===== src/rtl/interrupt_controller_pkg.sv =====
// ============================================================================
// intc_pkg : shared types, register offsets and sizing helper for the
//            interrupt controller.      Rev 1.0
// ============================================================================
`default_nettype none

package intc_pkg;

  typedef enum logic [1:0] {
    IDLE = 2'd0,
    REQ  = 2'd1,
    ACK  = 2'd2
  } state_t;

  localparam logic [1:0] OFF_MASK   = 2'd0;
  localparam logic [1:0] OFF_PEND   = 2'd1;
  localparam logic [1:0] OFF_SWTRIG = 2'd2;

  function automatic int unsigned clog2(input int unsigned n);
    int unsigned w;
    w = 0;
    for (int i = 0; i < 32; i++) begin
      if ((33'd1 << w) < 33'(n)) w = w + 1;
    end
    return w;
  endfunction

  // A single source still needs a one-bit index
  function automatic int unsigned idx_width(input int unsigned n);
    return (clog2(n) == 0) ? 1 : clog2(n);
  endfunction

endpackage

`default_nettype wire


===== src/rtl/interrupt_controller_if.sv =====
// ============================================================================
// intc_if : core-side interrupt handshake plus register bus of the
//           interrupt controller.      Rev 1.0
// ============================================================================
`default_nettype none

interface intc_if #(
  parameter int M = 16,
  parameter int N = 32
) ();

  logic         irq;
  logic [N-1:0] intAddr;
  logic [M-1:0] intData;
  logic         turnOffIRQ;
  logic [N-1:0] busAddr;
  logic [M-1:0] busWrite;
  logic         busWE;
  logic         busRE;
  logic [M-1:0] busRead;
  logic         busHit;

  modport slave (
    output irq, intAddr, intData, busRead, busHit,
    input  turnOffIRQ, busAddr, busWrite, busWE, busRE
  );

  modport master (
    input  irq, intAddr, intData, busRead, busHit,
    output turnOffIRQ, busAddr, busWrite, busWE, busRE
  );

endinterface

`default_nettype wire


===== src/rtl/interrupt_controller_prio_enc.sv =====
// ============================================================================
// intc_prio_enc : combinational priority encoder, lowest index wins.
//                 Rev 1.0
// ============================================================================
`default_nettype none

module intc_prio_enc #(
  parameter int NUM_SRC = 8,
  parameter int IW      = 3
) (
  input  logic [NUM_SRC-1:0] req,
  output logic               valid,
  output logic [IW-1:0]      idx
);

  always_comb begin
    valid = |req;
    idx   = '0;
    for (int i = NUM_SRC - 1; i >= 0; i--) begin
      if (req[i]) idx = IW'(i);
    end
  end

endmodule

`default_nettype wire


===== src/rtl/interrupt_controller.sv =====
// ============================================================================
// interrupt_controller : edge-latched, maskable, lowest-index-first interrupt
//   controller for the rcpu core. Optional macro INTC_SWTRIG_EN.  Rev 1.0
// ============================================================================
`default_nettype none

module interrupt_controller
  import intc_pkg::*;
#(
  parameter int           NUM_SRC   = 8,
  parameter int           M         = 16,
  parameter int           N         = 32,
  parameter logic [N-1:0] BASE_ADDR = 32'hE000_0000,
  parameter logic [N-1:0] VEC_BASE  = 32'h0000_0100,
  parameter int           VEC_SHIFT = 2
) (
  input  logic               clk,
  input  logic               rst,
  input  logic [NUM_SRC-1:0] src,
  intc_if.slave              bus
);

  localparam int IW = idx_width(NUM_SRC);

  logic [NUM_SRC-1:0] src_prev;
  logic [NUM_SRC-1:0] pending;
  logic [NUM_SRC-1:0] mask;
  logic [NUM_SRC-1:0] edges;
  logic [NUM_SRC-1:0] wdata;
  logic [NUM_SRC-1:0] w1c;
  logic [NUM_SRC-1:0] sw_set;
  logic [NUM_SRC-1:0] ack_clr;
  logic [NUM_SRC-1:0] pend_next;
  logic [NUM_SRC-1:0] enabled;
  logic [N-1:0]       off;
  logic               hit;
  logic               wr_mask;
  logic               wr_pend;
  logic [M-1:0]       rd_data;
  state_t             state;
  logic [IW-1:0]      cur;
  logic [IW-1:0]      win_idx;
  logic               win_valid;
  logic               irq_q;

  // Subtracting first keeps the window check correct near address wrap
  assign off        = bus.busAddr - BASE_ADDR;
  assign hit        = (off < N'(3));
  assign bus.busHit = hit;
  assign wdata      = NUM_SRC'(bus.busWrite);
  assign wr_mask    = bus.busWE && hit && (off[1:0] == OFF_MASK);
  assign wr_pend    = bus.busWE && hit && (off[1:0] == OFF_PEND);

  assign edges   = src & ~src_prev;
  assign w1c     = wr_pend ? wdata : '0;
  assign ack_clr = (state == REQ && bus.turnOffIRQ) ? (NUM_SRC'(1) << cur) : '0;

`ifdef INTC_SWTRIG_EN
  logic wr_sw;
  assign wr_sw  = bus.busWE && hit && (off[1:0] == OFF_SWTRIG);
  assign sw_set = wr_sw ? wdata : '0;
`else
  assign sw_set = '0;
`endif

  // Sets are applied after clears so a coinciding set always survives
  assign pend_next = (pending & ~(w1c | ack_clr)) | edges | sw_set;
  assign enabled   = pending & mask;

  intc_prio_enc #(
    .NUM_SRC (NUM_SRC),
    .IW      (IW)
  ) u_prio (
    .req   (enabled),
    .valid (win_valid),
    .idx   (win_idx)
  );

  always_ff @(posedge clk or negedge rst) begin
    if (!rst) begin
      src_prev <= '0;
      pending  <= '0;
      mask     <= '0;
    end else begin
      src_prev <= src;
      pending  <= pend_next;
      if (wr_mask) mask <= wdata;
    end
  end

  always_ff @(posedge clk or negedge rst) begin
    if (!rst) begin
      state <= IDLE;
      cur   <= '0;
      irq_q <= 1'b0;
    end else begin
      case (state)
        IDLE: begin
          if (win_valid) begin
            cur   <= win_idx;
            state <= REQ;
            irq_q <= 1'b1;
          end
        end
        REQ: begin
          if (bus.turnOffIRQ) begin
            state <= ACK;
            irq_q <= 1'b0;
          end
        end
        ACK: begin
          if (!bus.turnOffIRQ) state <= IDLE;
        end
        default: begin
          state <= IDLE;
          irq_q <= 1'b0;
        end
      endcase
    end
  end

  assign bus.irq     = irq_q;
  assign bus.intAddr = VEC_BASE + (N'(cur) << VEC_SHIFT);
  assign bus.intData = M'(cur);

  always_comb begin
    rd_data = '0;
    if (hit && bus.busRE) begin
      case (off[1:0])
        OFF_MASK: rd_data[NUM_SRC-1:0] = mask;
        OFF_PEND: rd_data[NUM_SRC-1:0] = pending;
        default:  rd_data = '0;
      endcase
    end
  end

  assign bus.busRead = rd_data;

endmodule

`default_nettype wire


===== src/flat_wrapper.sv =====
// flat-port wrapper written by rule: the top's interface ports become plain ports
module interrupt_controller_flat import intc_pkg::*;
#(
  parameter int           NUM_SRC   = 8,
  parameter int           M         = 16,
  parameter int           N         = 32,
  parameter logic [N-1:0] BASE_ADDR = 32'hE000_0000,
  parameter logic [N-1:0] VEC_BASE  = 32'h0000_0100,
  parameter int           VEC_SHIFT = 2
)
  (clk, rst, src, bus_irq, bus_intAddr, bus_intData, bus_busRead, bus_busHit, bus_turnOffIRQ, bus_busAddr, bus_busWrite, bus_busWE, bus_busRE);
  intc_if #(.M(M), .N(N)) bus_i ();
  input  logic clk;
  input  logic rst;
  input  logic [NUM_SRC-1:0] src;
  output wire logic [$bits(bus_i.irq)-1:0] bus_irq;
  output wire logic [$bits(bus_i.intAddr)-1:0] bus_intAddr;
  output wire logic [$bits(bus_i.intData)-1:0] bus_intData;
  output wire logic [$bits(bus_i.busRead)-1:0] bus_busRead;
  output wire logic [$bits(bus_i.busHit)-1:0] bus_busHit;
  input wire logic [$bits(bus_i.turnOffIRQ)-1:0] bus_turnOffIRQ;
  input wire logic [$bits(bus_i.busAddr)-1:0] bus_busAddr;
  input wire logic [$bits(bus_i.busWrite)-1:0] bus_busWrite;
  input wire logic [$bits(bus_i.busWE)-1:0] bus_busWE;
  input wire logic [$bits(bus_i.busRE)-1:0] bus_busRE;
  assign bus_irq = bus_i.irq;
  assign bus_intAddr = bus_i.intAddr;
  assign bus_intData = bus_i.intData;
  assign bus_busRead = bus_i.busRead;
  assign bus_busHit = bus_i.busHit;
  assign bus_i.turnOffIRQ = bus_turnOffIRQ;
  assign bus_i.busAddr = bus_busAddr;
  assign bus_i.busWrite = bus_busWrite;
  assign bus_i.busWE = bus_busWE;
  assign bus_i.busRE = bus_busRE;
  interrupt_controller #(.NUM_SRC(NUM_SRC), .M(M), .N(N), .BASE_ADDR(BASE_ADDR), .VEC_BASE(VEC_BASE), .VEC_SHIFT(VEC_SHIFT)) u_core (.clk(clk), .rst(rst), .src(src), .bus(bus_i));
endmodule

===== config.mk =====
export PLATFORM = sky130hd
export DESIGN_NAME = interrupt_controller_flat
export DESIGN_NICKNAME = d
export VERILOG_FILES = /design/src/rtl/interrupt_controller_pkg.sv /design/src/rtl/interrupt_controller_if.sv /design/src/rtl/interrupt_controller_prio_enc.sv /design/src/rtl/interrupt_controller.sv /design/src/flat_wrapper.sv
export SDC_FILE = /design/constraint.sdc
export NUM_CORES = 1
export LEC_CHECK = 0
export ABC_AREA = 1
export CORE_MARGIN = 8
export CORE_UTILIZATION = 38
export CTS_BUF_LIST = sky130_fd_sc_hd__clkbuf_4 sky130_fd_sc_hd__clkbuf_8
export CTS_CLUSTER_SIZE = 20
export DETAILED_ROUTE_END_ITERATION = 12
export GPL_TIMING_DRIVEN = 0
export PLACE_DENSITY = 0.86
export SYNTH_ARGS = -nofsm -noshare
export SYNTH_HDL_FRONTEND = slang
export SYNTH_SLANG_ARGS = --single-unit
export TNS_END_PERCENT = 20

===== constraint.sdc =====
create_clock -name clk -period 2.52 [get_ports clk]
set_clock_uncertainty 0.1 [all_clocks]
set_input_delay 0.504 -clock clk [delete_from_list [all_inputs] [get_ports clk]]
set_output_delay 0.504 -clock clk [all_outputs]
set_load 0.005 [all_outputs]

# Yosys cells after proc, flatten, opt, wreduce, memory -nomap -nowiden
# Cells that the tools add are included.
[word_totals] ff_bits=30 output_inout_bits=66
[op_classes] add_sub_neg=2 order_cmp=1 eq_ne=6 shift=1 n_mux=19 bitwise=8 n_reduce_logical=11
[ops] cell="32-bit by 2-bit less-than comparator with 1-bit output, second input constant" count=1
[ops] cell="32-bit subtractor, second input constant" count=1
[ops] cell="8-bit bitwise AND" count=3
[ops] cell="3-bit 2-to-1 mux" count=8
[ops] cell="8-bit 2-to-1 mux" count=3
[ops] cell="8-bit inverter" count=2
[ops] cell="8-bit bitwise OR" count=2
[ops] cell="8-bit case mux with 2 select lines" count=1
[ops] cell="9-bit by 5-bit adder with 10-bit output, first input constant" count=1
[ops] cell="8-bit OR reduction" count=1
[ops] cell="1-bit by 3-bit left shift with 8-bit output, first input constant" count=1
[ops] cell="2-bit 2-to-1 mux" count=3
[ops] cell="2-bit inequality test, second input constant" count=3
[ops] cell="2-bit case mux with 3 select lines" count=1
[ops] cell="3-bit AND reduction" count=2
[ops] cell="1-bit logical AND" count=5
[ops] cell="2-bit by 1-bit equality test with 1-bit output, second input constant" count=2
[ops] cell="2-bit zero test" count=2
[ops] cell="1-bit case mux with 3 select lines" count=1
[ops] cell="2-bit equality test, second input constant" count=1
[ops] cell="1-bit 2-to-1 mux" count=2
[ops] cell="2-bit AND reduction" count=1
[ops] cell="1-bit inverter" count=1

# Longest topological paths before layout
# Gate-level depths: netlist (run 1).
[logic_depth] depth_word=9 ltp_mapped=10

# Modules after synthesis
# A second synthesis (run 1) with hierarchy kept.
[hier_totals] cells_unflattened=286 hier_area_um2=2163.3
[by_module_without_submodules] mod="interrupt_controller" n_inst=1 cells_each=264 area_per_inst_um2=2064.5
[by_module_without_submodules] mod="intc_prio_enc" n_inst=1 cells_each=22 area_per_inst_um2=98.8

# Worst setup path before layout (run 1)
# Ideal clock, no wire load.
[synth_timing] kind="input port to output port" start="input port bus_busAddr[29]" end="output port bus_busRead[0]" arrival_ps=1601 setup_slack_ps=315 path_stages=9 path_buffers=1 cell_sequence="ha_1 -> nor2_1 -> nand2_1 -> nor2_1 -> nand3_1 -> nor2_2 -> buf_4 -> nand2_2 -> a21oi_1"
[synth_via] elab_chain_len=4
[synth_lines] element="start: declaration" line_no="flat_wrapper.sv:22" source="input wire logic [$bits(bus_i.busAddr)-1:0] bus_busAddr;"
[synth_lines] element="32-bit subtractor" line_no="interrupt_controller.sv:47" source="assign off = bus.busAddr - BASE_ADDR;"
[synth_lines] element="32-bit by 2-bit less-than comparator with 1-bit output" line_no="interrupt_controller.sv:48" source="assign hit = (off < N'(3));"
[synth_lines] element="via bus_busHit" line_no="flat_wrapper.sv:20" source="output wire logic [$bits(bus_i.busHit)-1:0] bus_busHit;"
[synth_lines] element="1-bit logical AND" line_no="interrupt_controller.sv:128" source="if (hit && bus.busRE) begin"
[synth_lines] element="8-bit 2-to-1 mux" line_no="interrupt_controller.sv:128"
[synth_lines] element="end: declaration" line_no="flat_wrapper.sv:19" source="output wire logic [$bits(bus_i.busRead)-1:0] bus_busRead;"
# The timed path passes the listed nets, and every way through them passes these cells.

# Worst setup path after layout (run 1)
[layout_timing] start="input port bus_busAddr[29]" end="output port bus_busRead[7]"
[layout_via] elab_chain_len=4
[layout_lines] element="32-bit subtractor" line_no="interrupt_controller.sv:47"
[layout_lines] element="32-bit by 2-bit less-than comparator with 1-bit output" line_no="interrupt_controller.sv:48"
[layout_lines] element="1-bit logical AND" line_no="interrupt_controller.sv:128"
[layout_lines] element="8-bit 2-to-1 mux" line_no="interrupt_controller.sv:128"
# Every way passes these cells.

==> flow_summary_export.csv, run 1 <==
group,metric,value,unit
status,status,"complete, no violations",
die,dieArea,7975,um^2
timing,hold_viol_final,0,
yosys,ys_warn_count,0,
yosys,synth_top_area_frac,0.3676,
critical_path,crit_chain,"clkbuf_2 -> ha_4 -> nor2_4 -> nand2_1 -> nor2_1 -> nand3_1 -> nor2_2 -> buf_6 -> nand2_8 -> a21oi_2 -> buf_2",
route,routed_wl,7.022,mm
critical_path,ff2ff_setup_slack,930,ps
cts,clkLatencyLatePin,290,ps
timing,setup_tns,0,ps
run,drv_cap,0,
yosys,synth_edf_count,0,
route,drc_errors,0,
grt,first_global_vias,2085,
cts,htree_levels,2,
grt,grt_pass1_wl,9.942,mm
yosys,synth.cell_area,2042,um^2
route,ant_nets,0,
route,maxUsedRoutingLayer,"met4",
power,seqPwrFrac,0.449,
power,powerDensity,332.0,nW/um^2
hold_path,hold_path.class,"in -> async",
cts,cts_root_buffer,"clkbuf_8",
die,initial_core_util,0.3973,
finish,nNetsFinal,465,
yosys,synth_area_leaders,"dfrtp_1, buf_4, nand2_1, inv_1, nor2_1",
timing,layout_setup_ws,54.67,ps
power,p_leak,0.001878,uW
critical_path,rr_endpoint,"u_core.cur[0]$_DFFE_PN0P_",
place,dp.cells,456,
finish,synthToLayoutAreaGrowth,61.83,%
cts,cts_hold_buf,0,
timing,hold_slack,153.7,ps
route,drt-wirelength-per-cell,14.85,um
critical_path,required,1920,ps
power,vdd_drop_max,0.3059,mV
route,m1WireLength,2.240,mm
cts,clock_sinks,30,
power,p_sw,271.4,uW
route,vias,2124,
finish,multi_input_area,1071,um^2
yosys,synth_cell_type_count,28,
critical_path,r2r_cells,7,
yosys,ys_top_cells_by_count,"nand2_1, buf_4, dfrtp_1",
yosys,synthCells,271,
timing,tightest_slew,679.0,ps
finish,finalNonFillerCells,473,
timing,max_slew_margin,0.5474,
grt,grt_overflow,0,
die,ios,127,
yosys,postSynth.asyncResetShare,1.000,
timing,fin_crit_sh,0.9783,
place,io_buffers,67,
grt,grt_antenna_before_repair,1,
finish,drive_above_1_share,0.2786,
power,p_clk_frac,0.353,
cts,clockBufferDepth,2,
yosys,syn_avg_cell_area,7.535,um^2
critical_path,endpoint_kind,"primary output",
route,wl_met2,3.713,mm
power,power.internal,825.5,uW
critical_path,r2r_start,"u_core.mask[2]$_DFFE_PN0P_",
die,core_area,5140,um^2
place,hpwl,4.703,mm
place,place_ws,-845.6,ps
critical_path,max_stage_delay,250,ps
yosys,synth_top_cell_by_area,"dfrtp_1",
timing,clock.fmax,0.4056,GHz
power,power_frac_comb,0.198,
yosys,yosysMostFrequentCell,"nand2_1",
cts,cts_tree,"built",
grt,grt_max_degree,31,
route,first_pass_iters,4,
route,drt_iter0_markers,179,
yosys,ys.flop_type,"dfrtp_1",
yosys,yosysSeqAreaShare,0.3676,
die,core.rowCount,26,
critical_path,path_class,"in -> out",
timing,setup_violations,0,
route,wl_met3,755,um
place,place.gp.congestion,0.9394,
timing,finalCriticalPeriod,2465,ps
critical_path,critPathSlowestCell,"ha_4",
critical_path,path_max_fanout,8,
route,avgViaCountPerCell,4.490,
cts,clkTransAtPathRegs,60,ps
critical_path,start_kind,"input pin",
grt,grtUsageTotal,0.1675,
yosys,ys_ff_latch,30,
power,switching_share,0.2474,
die,die_width,89.31,um
die,die_h,89.31,um
timing,drv_slew,0,
finish,fillCellCount,405,
finish,register_area,750.7,um^2
critical_path,arrival,1860,ps
cts,cts_buffers,5,
-- registers in the layout, summed over array words and instances, names as in the netlist --
register and count:
u_core.bus.irq 1, u_core.src_prev 8, u_core.cur 3, u_core.pending 8, u_core.state 2, u_core.mask 8
-- per-layer routing --
| metal | up-vias | global-route usage |
|---|---|---|
| li1 | 1019 | - |
| met3 | 30 | 0.05147 |
| met4 | 0 | 0.09215 |
| met5 | - | 0 |
| met2 | 146 | 0.3064 |
| met1 | 929 | 0.1643 |
-- timing repair --
action                                  4_1_cts  5_1_grt
setup buffers                                10        0
pin swaps                                     5       29
gates resized for setup                      61       39
endpoints found under the setup margin        9       17
gates cloned                                  1        0
-- critical path: cells and delay by family --
| family | cells | cell delay [ps] |
|---|---|---|
| simple gates | 6 | 570 |
| buf+inv | 3 | 390 |
| fa+ha+maj | 1 | 250 |
| compound gates | 1 | 140 |
-- area by class of cell --
| class | instances | area share |
|---|---|---|
| antenna | 1 | 0.0007573 |
| clock buffer | 6 | 0.02499 |
| inverter | 24 | 0.02726 |
| sequential | 30 | 0.2272 |
| buffer | 58 | 0.1329 |
| tap | 70 | 0.02651 |
| multi-input combinational | 207 | 0.3241 |
| timing repair buffer | 77 | 0.2363 |
-- power groups by stage --
stage                     Sequential (uW)  Clock [uW]  Combinational (uW)
after detailed placement              501           0                 206
after floorplan                       500           0                 102
final                                 492         388                 217
after global placement                500           0                 202
after CTS                             492         383                 210
after global routing                  492         416                 238
-- cell usage in the layout, fill, tap and decap left out, drive strengths merged --
master	n
nand2	76
buf	76
conb	50
dfrtp	30
dlymetal6s2s	27
clkdlybuf4s50	26
inv	24
nor2	22
nand3	12
a21oi	10
nand4	9
o21ai	9
clkbuf	9
o21a	8
nand3b	2
o31ai	2
dlygate4sd2	2
diode	1
xnor2	1
nor3	1
or2	1
a31oi	1
a21boi	1
and3	1
ha	1
clkdlybuf4s15	1
-- how the worst max path moves through the flow --
| stage | startpoint | endpoint | slack (ps) | cells past startpoint |
|---|---|---|---|---|
| 2_1_floorplan | bus_busAddr[29] | bus_busRead[0] | 320 | 9 |
| 3_3_place_gp | bus_busAddr[29] | bus_busRead[7] | -810 | 11 |
| 3_5_place_dp | bus_busAddr[29] | bus_busRead[1] | -850 | 11 |
| 6_report | bus_busAddr[29] | bus_busRead[7] | 50 | 11 |
| 5_1_grt | bus_busAddr[29] | bus_busRead[1] | -0.06 | 11 |
| 4_1_cts | bus_busAddr[29] | bus_busRead[1] | 5 | 11 |
-- kinds of logic (layout without fill, tap and decap cells) --
family          count (synthesis)  count (layout)  synth area share
simple gates                  124             124            0.2592
flops                          30              30            0.3676
other cells                     2              51          0.003678
buf+inv                        82             165            0.2543
fa+ha+maj                       1               1          0.006126
compound gates                 31              31            0.1048
xor+xnor                        1               1          0.004290
-- metrics by stage --
step           cell area [um^2]  utilization  power, uW
2_1_floorplan              2222            -      602.3
3_3_place_gp               2980       0.5798      702.4
3_5_place_dp               2980       0.5798      706.5
4_1_cts                    3206       0.6237       1084
5_1_grt                    3304       0.6429       1146
6_report                   3304       0.6429       1097
Power figures use the tool's default switching activity.
==> run 2, diff against run 1 <==
--- a/config.mk
+++ b/config.mk
@@ -6,7 +6,6 @@
 export NUM_CORES = 1
 export LEC_CHECK = 0
 export ABC_AREA = 1
-export CORE_MARGIN = 8
 export CORE_UTILIZATION = 38
 export CTS_BUF_LIST = sky130_fd_sc_hd__clkbuf_4 sky130_fd_sc_hd__clkbuf_8
 export CTS_CLUSTER_SIZE = 20
==> flow_summary_export.csv, run 2 (synthesis gave the netlist of run 1 again) <==
group,metric,value,unit
timing,fin_crit_sh,0.9567,
route,wl_met2,2.616,mm
timing,layout_setup_ws,109.1,ps
timing,hold_viol_final,0,
grt,grtUsageTotal,0.1862,
timing,tightest_slew,661.3,ps
critical_path,start_kind,"input pin",
route,drc_errors,0,
critical_path,r2r_cells,7,
place,hpwl,3.879,mm
cts,cts_root_buffer,"clkbuf_8",
route,vias,1978,
finish,final_common_cell,"nand2_1",
finish,nNetsFinal,458,
finish,final_cell_area,3118,um^2
power,p_leak,0.001675,uW
cts,cts_hold_buf,0,
grt,grt_overflow,0,
cts,htree_levels,2,
cts,cts_buffers,5,
place,place_ws,-888.0,ps
die,ios,127,
route,avgViaCountPerCell,4.245,
grt,first_global_vias,1824,
timing,clock.fmax,0.4148,GHz
grt,grt_pass1_wl,7.914,mm
cts,cts_tree,"built",
route,drt-wirelength-per-cell,10.90,um
critical_path,rr_endpoint,"u_core.cur[0]$_DFFE_PN0P_",
critical_path,arrival,1810,ps
die,core.rowCount,26,
die,dieArea,5671,um^2
cts,clkLatencyLatePin,270,ps
timing,max_slew_margin,0.5591,
die,core_area,5140,um^2
route,drt_iter0_markers,102,
cts,clkTransAtPathRegs,60,ps
critical_path,r2r_start,"u_core.mask[2]$_DFFE_PN0P_",
critical_path,path_max_fanout,8,
die,die_width,75.31,um
finish,num_antenna_cells,0,
cts,clockBufferDepth,2,
die,initial_core_util,0.3973,
timing,finalCriticalPeriod,2411,ps
critical_path,worstSetupStartpoint,"bus_busAddr[30]",
timing,drv_slew,0,
critical_path,ff2ff_setup_slack,980,ps
route,routed_wl,5.079,mm
route,maxUsedRoutingLayer,"met4",
grt,grt_antenna_before_repair,0,
cts,clock_sinks,30,
finish,synthToLayoutAreaGrowth,52.70,%
critical_path,path_class,"in -> out",
timing,setup_violations,0,
route,first_pass_iters,6,
route,ant_nets,0,
place,io_buffers,67,
place,dpl-instance-area,2980,um^2
power,powerDensity,332.6,nW/um^2
critical_path,endpoint_kind,"primary output",
critical_path,required,1920,ps
grt,grt_max_degree,31,
route,wl_met3,427,um
run,drv_cap,0,
timing,rsz0062_at_grt,"false",
finish,largest_registers,"u_core.mask: 8 flops, u_core.pending: 8 flops, u_core.src_prev: 8 flops",
power,vdd_drop_max,0.3373,mV
finish,most-common-layout-cells,"nand2_1, buf_4, conb_1",
die,die_h,75.31,um
place,place.gp.congestion,0.8812,
finish,drive_above_1_share,0.2551,
status,status,"complete, no violations",
route,m1WireLength,1.915,mm
hold_path,hold_path.class,"in -> async",
==> run 2: changes by cell type in the layout (fill, tap and decap cells not counted), sizes merged <==
cell           delta
dlygate4sd2      +21
clkbuf            -3
diode             -1
clkdlybuf4s15     -1
buf               -5
dlymetal6s2s     -20
clkinv            +2
==> run 2: power breakdown <==
group	total (uW)	internal, uW	leakage (uW)	switching [uW]
sequential	492	490	0.000358	2.15
combinational	200	117	0.00127	82.9
clock	345	184	0.0000438	161
total	1040	791	0.00168	246
==> run 2: layer usage <==
layer,global-route usage,up-vias
met5,0,-
met4,0.07819,0
met3,0.03439,14
met2,0.3333,103
met1,0.2193,856
li1,-,1005
==> run 2: worst max-delay path by stage <==
| stage | endpoint | slack, ps | cells past startpoint |
|---|---|---|---|
| finish | bus_busRead[6] | 110 | 11 |
| global route | bus_busRead[6] | 2 | 8 |
| CTS | bus_busRead[6] | 20 | 9 |
| detailed placement | bus_busRead[6] | -890 | 11 |
| global placement | bus_busRead[6] | -820 | 11 |
| floorplan | bus_busRead[0] | 320 | 9 |
==> run 2: repair_timing <==
action                                 in CTS  in global routing
endpoints found under the hold margin       0                  0
buffers inserted                            2                  1
gates resized for setup                    81                 10
pin swaps                                  23                  7
gates cloned                                0                  0
setup endpoints to repair                   9                  9
==> run 2: per-stage QoR <==
step / TNS (ps) / cells / hold WS, ps / util / power, uW
floorplan: 0 / 319 / 108.4 / - / 602.3
global placement: -6680 / 456 / 362.8 / 0.5798 / 702.1
detailed placement: -7181 / 456 / 372.1 / 0.5798 / 705.2
CTS: 0 / 465 / 379.3 / 0.5998 / 1044
global route: 0 / 466 / 218.6 / 0.6066 / 1090
finish: 0 / 466 / 160.6 / 0.6066 / 1037
==> run 2: layout make-up <==
cell class                      instances  area (um^2)
Clock buffer                            5        68.82
Timing Repair Buffer                   70        630.6
Fill cell                             460         2022
Tap cell                               70        87.58
Inverter                               24        90.09
Buffer                                 58        435.4
Multi-Input combinational cell        207         1045
Clock inverter                          2        10.01
Sequential cell                        30        750.7
==> run 2: critical path, cell delays in order <==
cell and delay [ps]:
buf_2 120, ha_4 220, nor2_1 80, nand2_1 70
nor2_2 100, nand3_1 100, nor2_2 130, buf_6 140
nand2_8 90, a21oi_4 140, buf_2 130
